### config.mk
export PLATFORM = sky130hd
export DESIGN_NAME = poly_tone_pwm_flat
export DESIGN_NICKNAME = d
export VERILOG_FILES = /design/src/rtl/poly_tone_pwm_if.sv /design/src/rtl/poly_tone_pwm.sv /design/src/flat_wrapper.sv
export SDC_FILE = /design/constraint.sdc
export NUM_CORES = 1
export LEC_CHECK = 0
export ABC_AREA = 1
export CELL_PAD_IN_SITES_DETAIL_PLACEMENT = 2
export CELL_PAD_IN_SITES_GLOBAL_PLACEMENT = 2
export CORE_ASPECT_RATIO = 1.25
export CORE_MARGIN = 4
export CORE_UTILIZATION = 30
export DETAILED_ROUTE_END_ITERATION = 7
export HOLD_SLACK_MARGIN = 0.02
export PLACE_DENSITY_LB_ADDON = 0.15
export SETUP_SLACK_MARGIN = 0.05
export SLEW_MARGIN = 20
export SYNTH_ARGS = -nofsm -noshare
export SYNTH_HDL_FRONTEND = slang
export SYNTH_SLANG_ARGS = --single-unit
export TNS_END_PERCENT = 5
### constraint.sdc
create_clock -name clk -period 3.4 [get_ports clk]
set_input_delay 0.68 -clock clk [delete_from_list [all_inputs] [get_ports clk]]
set_output_delay 0.68 -clock clk [all_outputs]
set_load 0.02 [all_outputs]
### src/rtl/poly_tone_pwm_if.sv
// Configuration bus for poly_tone_pwm: one-cycle write
// strobe carrying channel index, half-period, volume and enable.
interface poly_tone_pwm_if #(
    parameter int CHANNELS = 4,
    parameter int DIV_W    = 12,
    parameter int VOL_W    = 4
);
    localparam int CH_W = $clog2(CHANNELS) + 1;

    logic             cfg_we;
    logic [CH_W-1:0]  cfg_ch;
    logic [DIV_W-1:0] cfg_period;
    logic [VOL_W-1:0] cfg_vol;
    logic             cfg_en;

    modport master (
        output cfg_we, cfg_ch, cfg_period, cfg_vol, cfg_en
    );

    modport slave (
        input cfg_we, cfg_ch, cfg_period, cfg_vol, cfg_en
    );
endinterface

### src/rtl/poly_tone_pwm.sv
// Multi-channel square-wave tone generator mixed into a
// glitch-free N-bit PWM DAC; duty only changes at frame end.
module poly_tone_pwm #(
    parameter int N        = 8,
    parameter int CHANNELS = 4,
    parameter int DIV_W    = 12,
    parameter int VOL_W    = 4
) (
    input  logic           clk,
    input  logic           rst_n,
    input  logic           ena,
    poly_tone_pwm_if.slave cfg,
    output logic           pwm_out,
    output logic           sample_tick
);
    localparam int CH_W = $clog2(CHANNELS) + 1;
    localparam int S    = VOL_W + $clog2(CHANNELS);
    localparam logic [N-1:0] CNT_MAX = '1;

    if (S > N) begin : g_bad_cfg
        $error("poly_tone_pwm: VOL_W + clog2(CHANNELS) exceeds N");
    end

    logic [N-1:0] pwm_cnt_q, pwm_cnt_d;
    logic [N-1:0] duty_q, duty_d;
    logic         pwm_out_q, pwm_out_d;
    logic         tick_q, tick_d;

    logic [CHANNELS-1:0][DIV_W-1:0] per_q, per_d;
    logic [CHANNELS-1:0][VOL_W-1:0] vol_q, vol_d;
    logic [CHANNELS-1:0][DIV_W-1:0] cnt_q, cnt_d;
    logic [CHANNELS-1:0]            en_q, en_d;
    logic [CHANNELS-1:0]            sq_q, sq_d;

    logic         fire;
    logic [S-1:0] mix;

    // fire marks the last cycle of a running frame
    always_comb begin
        fire      = ena && (pwm_cnt_q == CNT_MAX);
        pwm_cnt_d = ena ? pwm_cnt_q + 1'b1 : pwm_cnt_q;
        tick_d    = ena && (pwm_cnt_d == CNT_MAX);
        pwm_out_d = ena && (pwm_cnt_q < duty_q);
        mix       = '0;
        for (int i = 0; i < CHANNELS; i++) begin
            if (en_q[i] && (per_q[i] != '0) && sq_q[i]) begin
                mix = mix + S'(vol_q[i]);
            end
        end
        duty_d = fire ? (N'(mix) << (N - S)) : duty_q;
    end

    // tick steps use pre-write state; writes land afterwards
    always_comb begin
        per_d = per_q;
        vol_d = vol_q;
        en_d  = en_q;
        cnt_d = cnt_q;
        sq_d  = sq_q;
        for (int i = 0; i < CHANNELS; i++) begin
            if (fire && en_q[i] && (per_q[i] != '0)) begin
                if (cnt_q[i] == '0) begin
                    cnt_d[i] = per_q[i] - 1'b1;
                    sq_d[i]  = ~sq_q[i];
                end else begin
                    cnt_d[i] = cnt_q[i] - 1'b1;
                end
            end
            if (cfg.cfg_we && (cfg.cfg_ch == CH_W'(i))) begin
                per_d[i] = cfg.cfg_period;
                vol_d[i] = cfg.cfg_vol;
                en_d[i]  = cfg.cfg_en;
                if (!cfg.cfg_en || !en_q[i]) begin
                    cnt_d[i] = '0;
                    sq_d[i]  = 1'b0;
                end
            end
        end
    end

    always_ff @(posedge clk or negedge rst_n) begin
        if (!rst_n) begin
            pwm_cnt_q <= '0;
            duty_q    <= '0;
            pwm_out_q <= 1'b0;
            tick_q    <= 1'b0;
            per_q     <= '0;
            vol_q     <= '0;
            en_q      <= '0;
            cnt_q     <= '0;
            sq_q      <= '0;
        end else begin
            pwm_cnt_q <= pwm_cnt_d;
            duty_q    <= duty_d;
            pwm_out_q <= pwm_out_d;
            tick_q    <= tick_d;
            per_q     <= per_d;
            vol_q     <= vol_d;
            en_q      <= en_d;
            cnt_q     <= cnt_d;
            sq_q      <= sq_d;
        end
    end

    assign pwm_out     = pwm_out_q;
    assign sample_tick = tick_q;
endmodule
### src/flat_wrapper.sv
// flat-port wrapper written by rule: the top's interface ports become plain ports
module poly_tone_pwm_flat 
#(
    parameter int N        = 8,
    parameter int CHANNELS = 4,
    parameter int DIV_W    = 12,
    parameter int VOL_W    = 4
)
  (clk, rst_n, ena, pwm_out, sample_tick, cfg_cfg_we, cfg_cfg_ch, cfg_cfg_period, cfg_cfg_vol, cfg_cfg_en);
  poly_tone_pwm_if #(.CHANNELS(CHANNELS), .DIV_W(DIV_W), .VOL_W(VOL_W)) cfg_i ();
  input  logic clk;
  input  logic rst_n;
  input  logic ena;
  output logic pwm_out;
  output logic sample_tick;
  input wire logic [$bits(cfg_i.cfg_we)-1:0] cfg_cfg_we;
  input wire logic [$bits(cfg_i.cfg_ch)-1:0] cfg_cfg_ch;
  input wire logic [$bits(cfg_i.cfg_period)-1:0] cfg_cfg_period;
  input wire logic [$bits(cfg_i.cfg_vol)-1:0] cfg_cfg_vol;
  input wire logic [$bits(cfg_i.cfg_en)-1:0] cfg_cfg_en;
  assign cfg_i.cfg_we = cfg_cfg_we;
  assign cfg_i.cfg_ch = cfg_cfg_ch;
  assign cfg_i.cfg_period = cfg_cfg_period;
  assign cfg_i.cfg_vol = cfg_cfg_vol;
  assign cfg_i.cfg_en = cfg_cfg_en;
  poly_tone_pwm #(.N(N), .CHANNELS(CHANNELS), .DIV_W(DIV_W), .VOL_W(VOL_W)) u_core (.clk(clk), .rst_n(rst_n), .ena(ena), .cfg(cfg_i), .pwm_out(pwm_out), .sample_tick(sample_tick));
endmodule
==> flow_summary.json <==
{
  "path_clk_slew_ns": 0.06,
  "antenna_found_initial": 1,
  "die_y_um": 189,
  "synth_commonest_cells": "189 x nand2_1, 187 x inv_1, 136 x dfrtp_1",
  "grt_usage_pct": 18.0,
  "syn_nets": 1061,
  "fmax_ghz": 0.276,
  "antenna_cells": 0,
  "rrSetupSlack_ns": -0.23,
  "layout.nets": 1151,
  "max_slew_margin_pct": 61.1,
  "synthFlopType": "dfrtp_1",
  "clkSinkCount": 136,
  "placed_cell_area_sq_um": 8860,
  "drt_iter0_markers": 210,
  "ant_nets": 0,
  "leakage_nw": 4.77,
  "critPathCapture": "u_core.duty_q[7]",
  "finish.utilization_pct": 37.9,
  "violations": "setup timing",
  "dp_cells": 1406,
  "fin_area_sq_um": 9680,
  "h-tree-depth": 4,
  "cts_tree": "done",
  "synth_area_leaders": "dfrtp_1 43%, nand2_1 9.0%, inv_1 8.9%",
  "yosysUniqueCellTypes": 49,
  "grt_pass1_wl_um": 41600,
  "critPathLaunch": "u_core.per_q[7]",
  "ys_async_sr_fraction_pct": 100,
  "crit_fanout": 4,
  "hold_path_class": "input port to async pin",
  "drcViolationCount": 0,
  "period_needed_ns": 3.63,
  "synth_warnings": 0,
  "syn_area_sq_um": 7850,
  "coreArea_sq_um": 25500,
  "fin_crit_sh_pct": 107,
  "synth.most_common_cell": "nand2_1",
  "drive_above_1_share_pct": 17.0,
  "fillerInstances": 2963,
  "ios": 26,
  "cp-end-kind": "flip-flop",
  "critPathRequiredTime_ns": 3.72,
  "crit_family": "simple AND/OR/NAND/NOR gates",
  "irDropWorstVdd_mv": 0.274,
  "fin_ws_ns": -0.228,
  "wl_per_cell_um": 17.4,
  "clockBufferDepth": 2,
  "cts_root_buffer": "clkbuf_16",
  "ys_ff_latch": 136,
  "routed_wl_um": 25200,
  "io_buffer_count": 25,
  "critPathLaunchType": "flip-flop",
  "path_class": "flip-flop to flip-flop",
  "reg2reg_depth": 25,
  "hold_buffers": 0,
  "drv_slew": 0,
  "synth_top_area_share_pct": 43.3,
  "grt_max_degree": 58,
  "vias": 7060,
  "cp.depth": 25,
  "gp_congestion": 0.782,
  "vias_per_cell": 4.87,
  "cp.arrival_ns": 3.95,
  "setup_viol_count_final": 4,
  "rows": 65,
  "skew_ns": 0.00696,
  "area_delta_synth_final_pct": 23.3,
  "cpMostUsedCell": "nand2_2",
  "worst-slew-pin-transition_ns": 0.583,
  "power_per_cell_area_nw_per_um2": 585,
  "dieArea_sq_um": 28800,
  "reg2reg_from": "u_core.per_q[7]",
  "grt.overflow.total": 0,
  "stdcell_count": 1449,
  "synth_seq_area_share_pct": 43.3,
  "outcome": "finished, violations left",
  "pre_cts_ws_ns": -0.446,
  "insertion_delay_ns": 0.43,
  "syn_inst": 1011,
  "die_w_um": 153,
  "dp_hpwl_um": 18900,
  "max-cap-violations": 0,
  "tns_ns": -0.624,
  "crit-reg2reg-capture": "u_core.duty_q[7]",
  "syn-mean-instance-area_sq_um": 7.77,
  "start_util_pct": 30.8,
  "max_stage_delay_ns": 0.43,
  "rsz0062_at_grt": "true",
  "synth.largest_area_cell": "dfrtp_1",
  "hold_violations": 0,
  "cts_buffers": 17,
  "crit_slowest_cell": "fa_2",
  "critPathBufInv": 2,
  "grt_pass1_vias": 7819,
  "synth_edf_count": 0,
  "first_pass_iters": 4
}
[stage by stage]
| stage | power (mW) | hold WS, ns |
|---|---|---|
| 6_report | 5.66 | 0.218 |
| 5_1_grt | 6.10 | 0.272 |
| 4_1_cts | 5.73 | 0.242 |
| 3_5_place_dp | 3.80 | 0.481 |
| 3_3_place_gp | 3.74 | 0.470 |
| 2_1_floorplan | 3.22 | 0.384 |
[where the power goes]
group	switching, mW	internal, mW
logic	1.13	0.645
registers	0.186	1.86
clock network	0.737	1.11
[sequential cells by signal, indices dropped and copies added, names as in the netlist]
name                flops
u_core.sq_q             4
u_core.en_q             4
u_core.duty_q           6
u_core.pwm_out          1
u_core.sample_tick      1
u_core.vol_q           16
u_core.pwm_cnt_q        8
u_core.per_q           48
u_core.cnt_q           48
[what timing repair did]
action                     in CTS  in global routing
gates resized for setup         6                 28
setup buffers                   7                  4
setup endpoints to repair       5                  5
pin swaps                      10                 24
[area by class of cell]
class / instances / area [sq um] / area share [%]
clock buffer: 20 / 457 / 4.72
clock inverter: 12 / 126 / 1.30
inverter: 208 / 781 / 8.06
multi-input combinational: 652 / 3780 / 39.0
sequential: 136 / 3400 / 35.1
tap: 335 / 419 / 4.33
timing repair buffer: 86 / 722 / 7.45
[cells by family (layout without fill, tap and decap cells)]
group / Yosys count / after routing / synth area share [%]
buffers and inverters: 223 / 326 / 10.9
DFF: 136 / 136 / 43.3
muxes: 1 / 1 / 0.127
adders and majority gates: 26 / 26 / 4.43
AOI/OAI and AO/OA: 235 / 235 / 16.3
xor gates and xnor gates: 30 / 30 / 3.35
and+or+nand+nor: 360 / 360 / 21.6
[routing by layer]
layer	vias to the layer above	GRT usage (%)	routed length [um]
met5	-	0	13
li1	3417	-	-
met2	57	32.2	13000
met1	3553	22.0	11100
met3	31	3.04	526
met4	2	5.79	603
[placed cells by master, fill, tap and decap left out, drive strengths merged, types with 3 or more instances in the layout]
cell type,instances
fa,3
a211oi,3
nand4,20
nand3,34
clkinv,6
nor3,8
a21oi,50
and3,3
clkinvlp,5
xnor2,7
buf,62
nand2,196
o21bai,3
clkdlybuf4s50,24
nor4,10
dfrtp,136
a31oi,8
clkbuf,20
inv,207
o21ai,163
or2,3
ha,23
nor2,83
xor2,23
[worst min-delay path by stage]
stage,from,endpoint,depth (start not counted)
6_report,rst_n,u_core.cnt_q[44],1
5_1_grt,rst_n,u_core.cnt_q[42],1
4_1_cts,rst_n,u_core.cnt_q[42],1
3_5_place_dp,u_core.sq_q[3],u_core.sq_q[3],1
3_3_place_gp,u_core.duty_q[5],u_core.duty_q[5],2
2_1_floorplan,rst_n,u_core.cnt_q[0],0
Note: power is estimated with default switching activity, not from simulation.
